<file path="config.mk">
export PLATFORM = sky130hd
export DESIGN_NAME = digit_entry_buffer
export DESIGN_NICKNAME = d
export VERILOG_FILES = /design/src/rtl/ps2_pkg.sv /design/src/rtl/scancode_to_hex.sv /design/src/rtl/digit_entry_buffer.sv
export SDC_FILE = /design/constraint.sdc
export NUM_CORES = 1
export LEC_CHECK = 0
export BUFFER_PORTS_ARGS = -buffer_cell sky130_fd_sc_hd__clkbuf_2
export CORE_UTILIZATION = 45
export CTS_CLUSTER_SIZE = 24
export DETAILED_ROUTE_END_ITERATION = 16
export PLACE_DENSITY = 0.7
export SKIP_CTS_REPAIR_TIMING = 1
export SLEW_MARGIN = 20
export SYNTH_ARGS = -nofsm -noshare
export SYNTH_HDL_FRONTEND = slang
export SYNTH_SLANG_ARGS = --single-unit
</file>
<file path="constraint.sdc">
create_clock -name clk -period 1.8 [get_ports clk]
set_input_delay 0.36 -clock clk [delete_from_list [all_inputs] [get_ports clk]]
set_output_delay 0.36 -clock clk [all_outputs]
set_load 0.01 [all_outputs]
</file>
<file path="src/rtl/ps2_pkg.sv">
// rtl/ps2_pkg.sv - PS/2 scan-code set 2 constants and keyboard FSM encoding
package ps2_pkg;

  localparam logic [7:0] SC_BREAK = 8'hF0;
  localparam logic [7:0] SC_EXT   = 8'hE0;
  localparam logic [7:0] SC_BKSP  = 8'h66;
  localparam logic [7:0] SC_ESC   = 8'h76;

  localparam logic [7:0] SC_0 = 8'h45;
  localparam logic [7:0] SC_1 = 8'h16;
  localparam logic [7:0] SC_2 = 8'h1E;
  localparam logic [7:0] SC_3 = 8'h26;
  localparam logic [7:0] SC_4 = 8'h25;
  localparam logic [7:0] SC_5 = 8'h2E;
  localparam logic [7:0] SC_6 = 8'h36;
  localparam logic [7:0] SC_7 = 8'h3D;
  localparam logic [7:0] SC_8 = 8'h3E;
  localparam logic [7:0] SC_9 = 8'h46;
  localparam logic [7:0] SC_A = 8'h1C;
  localparam logic [7:0] SC_B = 8'h32;
  localparam logic [7:0] SC_C = 8'h21;
  localparam logic [7:0] SC_D = 8'h23;
  localparam logic [7:0] SC_E = 8'h24;
  localparam logic [7:0] SC_F = 8'h2B;

  typedef enum logic [1:0] {
    S_IDLE      = 2'd0,
    S_BREAK     = 2'd1,
    S_EXT       = 2'd2,
    S_EXT_BREAK = 2'd3
  } ps2_state_t;

  // Digits below cnt are lit; an empty buffer optionally keeps digit 0 lit to show "0".
  function automatic logic [7:0] mask_from_count(input logic [3:0] cnt, input logic show_zero);
    logic [7:0] m;
    m = 8'hFF;
    for (int i = 0; i < 8; i++) begin
      if (i < int'(cnt)) m[i] = 1'b0;
    end
    if (cnt == 4'd0 && show_zero) m[0] = 1'b0;
    return m;
  endfunction

endpackage

</file>
<file path="src/rtl/scancode_to_hex.sv">
// rtl/scancode_to_hex.sv - combinational set-2 make code to hex nibble decoder
module scancode_to_hex
  import ps2_pkg::*;
(
  input  logic [7:0] code,
  output logic       is_hex,
  output logic [3:0] nibble
);

  always_comb begin
    is_hex = 1'b1;
    nibble = 4'h0;
    case (code)
      SC_0: nibble = 4'h0;
      SC_1: nibble = 4'h1;
      SC_2: nibble = 4'h2;
      SC_3: nibble = 4'h3;
      SC_4: nibble = 4'h4;
      SC_5: nibble = 4'h5;
      SC_6: nibble = 4'h6;
      SC_7: nibble = 4'h7;
      SC_8: nibble = 4'h8;
      SC_9: nibble = 4'h9;
      SC_A: nibble = 4'hA;
      SC_B: nibble = 4'hB;
      SC_C: nibble = 4'hC;
      SC_D: nibble = 4'hD;
      SC_E: nibble = 4'hE;
      SC_F: nibble = 4'hF;
      default: is_hex = 1'b0;
    endcase
  end

endmodule

</file>
<file path="src/rtl/digit_entry_buffer.sv">
// rtl/digit_entry_buffer.sv - PS/2 hex digit entry buffer driving the 8-digit display
module digit_entry_buffer
  import ps2_pkg::*;
#(
  parameter bit SHOW_ZERO_WHEN_EMPTY = 1'b1,
  parameter int MAX_DIGITS           = 8
) (
  input  logic        clk,
  input  logic        rst,
  input  logic [7:0]  data,
  input  logic        data_valid,
  input  logic        rx_error,
  output logic [31:0] NUMB,
  output logic [7:0]  MASK,
  output logic        ERROR,
  output logic [3:0]  count
);

  localparam logic [3:0] MAX_CNT    = 4'(MAX_DIGITS);
  localparam logic [7:0] MASK_EMPTY = mask_from_count(4'd0, SHOW_ZERO_WHEN_EMPTY);

  ps2_state_t state;
  logic       is_hex;
  logic [3:0] nibble;

  scancode_to_hex u_decode (
    .code   (data),
    .is_hex (is_hex),
    .nibble (nibble)
  );

  // MASK is updated alongside count so it never lags the digit count.
  always_ff @(posedge clk or negedge rst) begin
    if (!rst) begin
      state <= S_IDLE;
      NUMB  <= 32'h0;
      count <= 4'd0;
      ERROR <= 1'b0;
      MASK  <= MASK_EMPTY;
    end else if (rx_error) begin
      ERROR <= 1'b1;
      state <= S_IDLE;
    end else if (data_valid) begin
      case (state)
        S_IDLE: begin
          if (data == SC_BREAK) begin
            state <= S_BREAK;
          end else if (data == SC_EXT) begin
            state <= S_EXT;
          end else if (is_hex) begin
            if (count < MAX_CNT) begin
              NUMB  <= {NUMB[27:0], nibble};
              count <= count + 4'd1;
              MASK  <= mask_from_count(count + 4'd1, SHOW_ZERO_WHEN_EMPTY);
              ERROR <= 1'b0;
            end else begin
              ERROR <= 1'b1;
            end
          end else if (data == SC_BKSP) begin
            if (count != 4'd0) begin
              NUMB  <= {4'h0, NUMB[31:4]};
              count <= count - 4'd1;
              MASK  <= mask_from_count(count - 4'd1, SHOW_ZERO_WHEN_EMPTY);
              ERROR <= 1'b0;
            end
          end else if (data == SC_ESC) begin
            NUMB  <= 32'h0;
            count <= 4'd0;
            MASK  <= MASK_EMPTY;
            ERROR <= 1'b0;
          end else begin
            ERROR <= 1'b1;
          end
        end
        // Extended keys are swallowed silently, including their break sequence.
        S_EXT:   state <= (data == SC_BREAK) ? S_EXT_BREAK : S_IDLE;
        default: state <= S_IDLE;
      endcase
    end
  end

endmodule

</file>
==> flow_metrics.env, run 1 <==
export IMPL_synth_nets=345
export IMPL_vias_per_cell=5.88
export IMPL_layout_commonest_cell="buf_4"
export IMPL_final_cell_area_um2=4450
export IMPL_grt_pass1_wl_um=12500
export IMPL_synthArstFlopShare_pct=100
export IMPL_postRouteAntennaNets=0
export IMPL_drcViolationCount=0
export IMPL_crit_type="input pin to flop"
export IMPL_vias=3062
export IMPL_powerDensity_nw_per_um2=564
export IMPL_areaGrowthSynthToFinish_pct=56.0
export IMPL_critPathLaunchType="input pin"
export IMPL_reg2reg_slack_ns=-0.08
export IMPL_cts_clk_slew_worst_paths_ns=0.10
export IMPL_worstPathArrival_ns=2.17
export IMPL_clkSinkCount=46
export IMPL_outcome="complete, but fails checks"
export IMPL_portBuffers=55
export IMPL_synthFlopType="dfrtp_1"
export IMPL_ys_types=64
export IMPL_grt_pass1_vias=2631
export IMPL_reg2reg_depth=9
export IMPL_grt_usage_pct=24.7
export IMPL_std_cell_rows=28
export IMPL_drv_cap=0
export IMPL_die_w_um=81.6
export IMPL_antenna_found_initial=0
export IMPL_postSynthAreaPerCell_um2=8.70
export IMPL_grt_overflow_total=0
export IMPL_fillers=385
export IMPL_clock_latency_ns=0.31
export IMPL_yosysWarningCount=0
export IMPL_clock_root_buffer="clkbuf_8"
export IMPL_violations="negative setup slack"
export IMPL_fmax_ghz=0.508
export IMPL_drive_gt1_share_pct=48.9
export IMPL_start_util_pct=47.4
export IMPL_tightest_slew_ns=0.634
export IMPL_finalHoldViolations=0
export IMPL_timing_setup_tns_ns=-5.03
export IMPL_ys_seq_area_share_pct=40.6
export IMPL_fin_skew_ns=0.0140
export IMPL_postPlaceCellArea_um2=3700
export IMPL_cts_tree="built"
export IMPL_place_congestion=0.914
export IMPL_syn_inst=328
export IMPL_r2r_end="NUMB[0]"
export IMPL_finalNetCount=462
export IMPL_endpoint_kind="flop"
export IMPL_die_height_um=81.6
export IMPL_dp_cells=495
export IMPL_timing_rr_start="count[0]"
export IMPL_insertedDiodeCount=0
export IMPL_fin_crit_ns=1.97
export IMPL_drt_wirelength_per_cell_um=17.9
export IMPL_hpwl_um=5540
export IMPL_core_area_um2=6030
export IMPL_slew_viol_final=0
export IMPL_worstHoldPathType="input pin to asynchronous set/reset pin"
export IMPL_grt_start_max_net_pins=47
export IMPL_cts_buffer_depth=2
export IMPL_synth_edf_count=0
export IMPL_boundaryPins=57
export IMPL_instances_no_fill=521
export IMPL_timing_final_crit_share_pct=109
export IMPL_critPathMaxFanout=8
export IMPL_synth_area_um2=2850
export IMPL_cts_buffers=5
export IMPL_ys_ff_latch=46
export IMPL_drtPass1Iterations=4
export IMPL_rsz0062_at_grt="true"
export IMPL_worstPathRequired_ns=2.00
export IMPL_fin_ws_ns=-0.170
export IMPL_mostFrequentLayoutCells="buf_4 (62), nand2_1 (52), clkbuf_2 (48), dfrtp_1 (38), o21ai_1 (25)"
export IMPL_cts_max_level=2
export IMPL_power_total_mw=2.51
export IMPL_die_area_um2=6660
export IMPL_drt_iter0_drc=175
export IMPL_routed_wl_um=9340
export IMPL_timing_slew_headroom_pct=56.6
export IMPL_finalSetupViolCount=43
export IMPL_ir_drop_mv=0.579
export IMPL_leakagePower_nw=1.97
[power breakdown]
group	total, mW	switching (mW)	internal (mW)
clock	0.823	0.369	0.453
combinational	0.507	0.263	0.244
sequential	1.18	0.0405	1.14
total	2.51	0.673	1.84
[layout make-up]
type / instances / area, um^2 / share of cell area, %
Inverter: 10 / 37.5 / 0.843
Sequential cell: 46 / 1160 / 26.1
Multi-Input combinational cell: 247 / 1900 / 42.7
Timing Repair Buffer: 135 / 1140 / 25.7
Clock inverter: 1 / 30.0 / 0.675
Clock buffer: 7 / 86.3 / 1.94
Tap cell: 75 / 93.8 / 2.11
[worst max path at each step]
stage,slack [ns],endpoint,from,cells after the start
final,-0.17,NUMB[18],data[0],10
after global routing,-0.24,NUMB[2],data[0],10
after CTS,-0.22,NUMB[9],count[0],9
after detailed placement,-0.52,NUMB[6],data[3],8
after global placement,-0.49,NUMB[26],data[5],10
after floorplan,-0.20,count[2],data[4],7
[cells in the mapped netlist, types with 2 or more instances]
cell	count	area, um^2
buf_2	17	85.1
xnor2_1	3	26.3
nor4bb_1	3	30.0
dfstp_2	7	184
clkbuf_1	7	26.3
nor2b_1	5	31.3
nor2_1	13	48.8
a22oi_1	26	195
o31ai_1	3	22.5
nor4b_1	3	26.3
a21oi_1	10	50.1
nor3b_1	4	30.0
and3b_1	2	17.5
nor3_1	3	15.0
ha_1	5	62.6
dfrtp_1	39	976
nand2_1	52	195
nand4b_1	2	17.5
a31oi_1	3	18.8
nand2b_1	6	37.5
or3_1	2	12.5
mux2i_1	3	30.0
a2bb2oi_1	2	17.5
o31a_1	2	17.5
nand3_1	3	15.0
or2_2	2	12.5
a21o_1	2	15.0
a2111oi_0	2	17.5
and3_1	3	18.8
inv_1	10	37.5
o21ai_1	41	205
o21ai_0	11	55.1
[state kept, by name (all words and copies together), names as in the netlist]
signal,cells
ERROR,1
MASK,7
NUMB,32
count,4
state,2
[worst max-delay path, stage by stage]
cell	delay, ns
buf_12	0.11
and3b_1	0.18
o2111a_2	0.27
nor4_4	0.29
buf_4	0.19
a31oi_4	0.11
o21ai_4	0.28
buf_12	0.18
buf_12	0.13
o21ai_2	0.06
[cells by family (layout without fill, tap and decap cells)]
group,after synthesis,in the layout,share of synthesized area (%)
compound gates,119,120,27.2
xor+xnor,4,4,1.23
fa+ha+maj,5,5,2.19
buf+inv,36,153,5.61
flops,46,46,40.6
mux,4,4,1.45
other cells,1,1,0.131
simple gates,113,113,21.6
[metrics by stage]
stage | util [%] | hold slack [ns] | setup slack (ns)
global route | 73.9 | 0.177 | -0.235
detailed placement | 61.4 | 0.457 | -0.519
finish | 73.9 | 0.127 | -0.170
global placement | 61.4 | 0.450 | -0.491
floorplan | - | 0.0644 | -0.202
CTS | 63.3 | 0.156 | -0.221
[metal layers]
| layer | up-vias | GRT usage (%) | share of wire (%) | routed length (um) |
|---|---|---|---|---|
| li1 | 1443 | - | - | - |
| met1 | 1491 | 33.1 | 41 | 3860 |
| met2 | 116 | 40.0 | 51 | 4780 |
| met3 | 12 | 5.33 | 6.2 | 577 |
| met4 | 0 | 7.19 | 1.4 | 129 |
| met5 | - | 0 | 0 | 0 |
Power figures use the tool's default switching activity.
==> inputs of run 2 (changes only) <==
--- a/config.mk
+++ b/config.mk
@@ -10,6 +10,7 @@
 export CTS_CLUSTER_SIZE = 24
 export DETAILED_ROUTE_END_ITERATION = 16
 export PLACE_DENSITY = 0.7
+export SETUP_SLACK_MARGIN = 0.5
 export SKIP_CTS_REPAIR_TIMING = 1
 export SLEW_MARGIN = 20
 export SYNTH_ARGS = -nofsm -noshare
==> run 2 against run 1 <==
The run still ends with negative setup slack left. Setup slack got worse by 0.12 ns. Sequential power about the same. Wire length increased by 26%. Clock skew decreased by 0.0093 ns. Core utilization increased by 8.5 points. Total power increased by 1.3%. Design area increased by 11%. Combinational power increased by 35%. Worst hold slack improved by 0.20 ns. Critical path type unchanged. Highest routed layer unchanged.
==> flow_metrics.env, run 2 (synthesized netlist as in run 1, its figures left out) <==
export IMPL_grt_overflow_total=0
export IMPL_finalSetupViolCount=43
export IMPL_critical_path_most_common_cell="buf_4"
export IMPL_outcome="complete, but fails checks"
export IMPL_fillers=314
export IMPL_regArea_um2=1160
export IMPL_finalHoldViolations=0
export IMPL_leakagePower_nw=2.18
export IMPL_fin_ws_ns=-0.285
export IMPL_grt_start_max_net_pins=24
export IMPL_fmax_ghz=0.480
export IMPL_crit_type="input pin to flop"
export IMPL_drtPass1Iterations=5
export IMPL_clkSinkCount=46
export IMPL_drv_cap=0
export IMPL_hold_ws_ns=0.323
export IMPL_power_frac_comb_pct=26.8
export IMPL_multi_input_area_um2=2110
export IMPL_largest_reg_flops=32
export IMPL_postRouteAntennaNets=0
export IMPL_reg_top3="NUMB x32, MASK x7, count x4"
export IMPL_powerDensity_nw_per_um2=512
export IMPL_grt_pass1_wl_um=13400
export IMPL_power_frac_clock_pct=26.1
export IMPL_core_area_um2=6030
export IMPL_whs_endpoint="state[0]"
export IMPL_top_register="NUMB"
export IMPL_tightest_slew_ns=0.575
export IMPL_insertedDiodeCount=0
export IMPL_cts_clk_slew_worst_paths_ns=0.09
export IMPL_vias_per_cell=6.34
export IMPL_die_height_um=81.6
export IMPL_grt_usage_pct=26.2
export IMPL_cts_buffer_depth=2
export IMPL_die_area_um2=6660
export IMPL_timing_setup_tns_ns=-8.61
export IMPL_drcViolationCount=0
export IMPL_areaGrowthSynthToFinish_pct=73.9
export IMPL_reg2reg_slack_ns=-0.19
export IMPL_fin_skew_ns=0.00467
export IMPL_hpwl_um=6180
export IMPL_die_w_um=81.6
export IMPL_cts_max_level=2
export IMPL_postPlaceCellArea_um2=3800
export IMPL_portBuffers=55
export IMPL_fin_util_pct=82.4
export IMPL_critPathMaxFanout=6
export IMPL_final_cell_area_um2=4960
export IMPL_endpoint_kind="flop"
export IMPL_drt_wirelength_per_cell_um=21.5
export IMPL_drive_gt1_share_pct=60.4
export IMPL_vias=3486
export IMPL_clock_latency_ns=0.31
export IMPL_grt_pass1_vias=2820
export IMPL_routed_wl_um=11800
export IMPL_cpPeakStageDelay_ns=0.32
export IMPL_reg2reg_depth=8
export IMPL_crit_chain="buf_2 -> nor4b_2 -> buf_4 -> a21boi_2 -> nor4_4 -> buf_4 -> a31oi_4 -> buf_4 -> o21ai_4 -> o31a_1"
export IMPL_cpMaxStageDelayCell="nor4b_2"
export IMPL_cts_buffers=5
export IMPL_seqPwrFrac_pct=47.1
export IMPL_clock_root_buffer="clkbuf_8"
export IMPL_critPathLaunchType="input pin"
export IMPL_timing_slew_headroom_pct=60.7
export IMPL_mostFrequentLayoutCells="buf_4 (71), nand2_1 (43), dfrtp_1 (37), o21ai_2 (37), buf_6 (35)"
export IMPL_timing_rr_start="count[1]"
export IMPL_antenna_found_initial=0
export IMPL_r2r_end="count[3]"
export IMPL_start_util_pct=47.4
export IMPL_fin_crit_ns=2.09
export IMPL_worstPathArrival_ns=2.28
export IMPL_worstPathRequired_ns=2.00
export IMPL_layout_commonest_cell="buf_4"
export IMPL_boundaryPins=57
export IMPL_crit_start="data[4]"
export IMPL_switching_power_mw=0.764
export IMPL_hold_start="rx_error"
export IMPL_violations="negative setup slack"
export IMPL_cts_tree="built"
export IMPL_switching_share_pct=30.1
export IMPL_p_int_mw=1.78
export IMPL_rsz0062_at_grt="true"
export IMPL_worstHoldPathType="input pin to flop"
export IMPL_finalNetCount=491
export IMPL_whs_path_depth=2
export IMPL_slew_viol_final=0
export IMPL_drt_iter0_drc=334
export IMPL_place_congestion=0.928
export IMPL_timing_final_crit_share_pct=116
export IMPL_ir_drop_mv=0.703
export IMPL_std_cell_rows=28
==> run 2: cell count changes in the layout (fill, tap and decap cells not counted), moves of 3 or more <==
cell / previous run / this run
o21ai_1: 25 / 5
buf_2: 0 / 5
nand2_1: 52 / 43
buf_4: 62 / 71
clkbuf_2: 48 / 33
buf_12: 8 / 5
a22oi_1: 11 / 7
buf_6: 10 / 35
o21ai_2: 18 / 37
buf_8: 1 / 8
a22oi_2: 15 / 19
nand2_2: 0 / 8
==> run 2: worst max path at each step <==
stage	cells after the start	to
finish	10	count[2]
global route	9	count[3]
CTS	7	MASK[3]
detailed placement	7	MASK[3]
global placement	7	MASK[3]
floorplan	7	count[2]
==> run 2: power groups by stage <==
stage | clock network (mW) | logic [mW] | registers, mW
finish | 0.663 | 0.682 | 1.20
global route | 0.697 | 0.731 | 1.21
CTS | 0.658 | 0.437 | 1.18
detailed placement | 0 | 0.435 | 1.20
global placement | 0 | 0.424 | 1.20
floorplan | 0 | 0.177 | 1.23
==> run 2: metal layers <==
layer  global-route usage (%)  vias up  wire [um]
li1                         -     1495          -
met1                     34.0     1696       4580
met2                     44.6      239       5880
met3                     4.33       56        877
met4                     8.25        0        476
met5                        0        -          0
==> run 2: stage by stage <==
step	std cells	setup WS, ns	total power [mW]
global placement	510	-0.624	1.62
finish	550	-0.285	2.54
detailed placement	510	-0.689	1.64
CTS	518	-0.368	2.28
global route	550	-0.287	2.63
floorplan	328	-0.202	1.41
==> run 2: layout make-up <==
type,instances,area share (%)
clock buffers,5,1.39
clock inverters,3,0.429
inverters,10,0.756
multi-input cells,248,42.5
flip-flops and latches,46,23.4
well taps,75,1.89
repair buffers,163,29.7
==> run 2: critical path: cells and delay by family <==
| kind | cells | cell delay, ns |
|---|---|---|
| AO/OA/AOI/OAI | 4 | 0.89 |
| AND/OR/NAND/NOR | 2 | 0.38 |
| buffers and inverters | 4 | 0.66 |
==> inputs of run 3 (changes only) <==
--- a/config.mk
+++ b/config.mk
@@ -9,7 +9,8 @@
 export CORE_UTILIZATION = 45
 export CTS_CLUSTER_SIZE = 24
 export DETAILED_ROUTE_END_ITERATION = 16
-export PLACE_DENSITY = 0.7
+export HOLD_SLACK_MARGIN = 0.1
+export PLACE_DENSITY = 0.67
 export SETUP_SLACK_MARGIN = 0.5
 export SKIP_CTS_REPAIR_TIMING = 1
 export SLEW_MARGIN = 20
==> constraint.sdc (replaced) <==
create_clock -name clk -period 2.6 [get_ports clk]
set_input_delay 0.52 -clock clk [delete_from_list [all_inputs] [get_ports clk]]
set_output_delay 0.52 -clock clk [all_outputs]
set_load 0.01 [all_outputs]
==> run 3 against run 2 <==
The flow now finishes without violations. Sequential share of layout area up 4.1 points. Wire length down 21%. Final cell count down 9.6%. Critical path type unchanged. Largest power group unchanged.
==> flow_metrics.env, run 3 (synthesized netlist as in run 1, its figures left out) <==
export IMPL_critPathMaxFanout=7
export IMPL_fillers=461
export IMPL_worstPathRequired_ns=2.81
export IMPL_worstPathArrival_ns=2.40
export IMPL_tightest_slew_ns=0.615
export IMPL_cts_max_level=2
export IMPL_areaGrowthSynthToFinish_pct=48.1
export IMPL_std_cell_rows=28
export IMPL_rsz0062_at_grt="true"
export IMPL_antenna_found_initial=0
export IMPL_leakagePower_nw=1.83
export IMPL_fin_skew_ns=0.0119
export IMPL_p_int_mw=1.15
export IMPL_cts_buffers=5
export IMPL_mostFrequentLayoutCells="nand2_1 (52), clkbuf_2 (48), dfrtp_1 (37), buf_4 (36), o21ai_2 (26)"
export IMPL_place_congestion=0.888
export IMPL_timing_final_crit_share_pct=84.1
export IMPL_critPathLaunchType="input pin"
export IMPL_finalSetupViolCount=0
export IMPL_timing_setup_tns_ns=0
export IMPL_boundaryPins=57
export IMPL_grt_pass1_wl_um=11900
export IMPL_grt_usage_pct=23.1
export IMPL_die_area_um2=6660
export IMPL_timing_slew_headroom_pct=58.5
export IMPL_crit_type="input pin to flop"
export IMPL_drt_iter0_drc=213
export IMPL_start_util_pct=47.4
export IMPL_hpwl_um=5310
export IMPL_cpPeakStageDelay_ns=0.57
export IMPL_top_register="NUMB"
export IMPL_cpMaxStageDelayCell="or4b_4"
export IMPL_fmax_ghz=0.458
export IMPL_powerDensity_nw_per_um2=384
export IMPL_die_height_um=81.6
export IMPL_vias=3062
export IMPL_outcome="complete, no violations"
export IMPL_seqPwrFrac_pct=50.1
export IMPL_drt_wirelength_per_cell_um=18.7
export IMPL_slew_viol_final=0
export IMPL_core_area_um2=6030
export IMPL_grt_start_max_net_pins=29
export IMPL_fin_crit_ns=2.19
export IMPL_vias_per_cell=6.16
export IMPL_insertedDiodeCount=0
export IMPL_power_total_mw=1.62
export IMPL_power_frac_clock_pct=28.7
export IMPL_ir_drop_mv=0.327
export IMPL_drtPass1Iterations=4
export IMPL_grt_overflow_total=0
export IMPL_crit_family="compound AO/OA/AOI/OAI gates"
export IMPL_clock_latency_ns=0.31
export IMPL_reg_top3="NUMB x32, MASK x7, count x4"
export IMPL_drv_cap=0
export IMPL_finalHoldViolations=0
export IMPL_multi_input_area_um2=1890
export IMPL_endpoint_kind="flop"
export IMPL_largest_reg_flops=32
export IMPL_layout_commonest_cell="nand2_1"
export IMPL_cp_num_buf_inv=2
export IMPL_regArea_um2=1160
export IMPL_finalNetCount=438
export IMPL_clkSinkCount=46
export IMPL_drive_gt1_share_pct=46.7
export IMPL_grt_pass1_vias=2441
export IMPL_worstHoldPathType="input pin to asynchronous set/reset pin"
export IMPL_cts_tree="built"
export IMPL_crit_chain="buf_8 -> or4b_4 -> o311a_4 -> a31oi_4 -> o21ai_4 -> buf_6 -> a21o_1"
export IMPL_switching_power_mw=0.477
export IMPL_cts_clk_slew_worst_paths_ns=0.10
export IMPL_clock_root_buffer="clkbuf_8"
export IMPL_portBuffers=55
export IMPL_postRouteAntennaNets=0
export IMPL_power_frac_comb_pct=21.2
export IMPL_postPlaceCellArea_um2=3410
export IMPL_routed_wl_um=9310
export IMPL_die_w_um=81.6
export IMPL_drcViolationCount=0
export IMPL_fin_util_pct=70.2
export IMPL_cts_buffer_depth=2
export IMPL_switching_share_pct=29.4
export IMPL_final_cell_area_um2=4230
[run 3: changes by cell type in the layout (fill, tap and decap cells not counted), moves of 11 or more]
cell	change
a22oi_2	-11
buf_6	-25
clkbuf_2	+15
o21ai_2	-11
buf_4	-35
a22oi_1	+11
o21ai_1	+12
[run 3: power by group through the flow]
stage	clock, mW	sequential, mW	combinational (mW)
2_1_floorplan	0	0.850	0.122
3_3_place_gp	0	0.827	0.254
3_5_place_dp	0	0.830	0.257
4_1_cts	0.475	0.816	0.258
5_1_grt	0.503	0.824	0.374
6_report	0.466	0.813	0.344
[run 3: worst reg2reg max path, stage by stage (launching register included)]
cell	delay (ns)
dfrtp_2	0.41
inv_1	0.07
ha_2	0.22
nor2b_2	0.18
a31oi_1	0.25
o21ai_1	0.13
nor2_2	0.23
o21ai_4	0.20
buf_6	0.19
a21o_1	0.15
[run 3: through the flow]
| step | cells | hold slack [ns] | setup slack, ns |
|---|---|---|---|
| floorplan | 328 | 0.224 | 0.438 |
| global placement | 458 | 0.450 | 0.0807 |
| detailed placement | 458 | 0.453 | 0.0353 |
| CTS | 466 | 0.223 | 0.255 |
| global route | 497 | 0.235 | 0.377 |
| finish | 497 | 0.199 | 0.414 |
[run 3: area by class of cell]
class	count	share of cell area, %
clock buffer	5	1.63
clock inverter	3	0.562
inverter	10	0.888
multi-input combinational	248	44.6
sequential	46	27.5
tap	75	2.22
timing repair buffer	110	22.6
[run 3: metal layers]
metal / up-vias / wire length, um / global-route usage [%]
met3: 12 / 495 / 4.11
met1: 1546 / 3990 / 30.9
li1: 1388 / - / -
met5: - / 0 / 0
met4: 0 / 95 / 6.49
met2: 116 / 4730 / 38.4
[run 3: path summary, 6_finish.rpt]
path,from,slack (ns),to,cells after the start
hold reg to reg,MASK[7],0.46,MASK[7],2
setup / recovery,data[4],0.41,NUMB[3],7
hold / removal,rst,0.20,count[0],1
max in group asynchronous,rst,1.85,count[1],2
setup reg to reg,count[1],0.49,NUMB[3],9
min in group clk,MASK[7],0.46,MASK[7],2
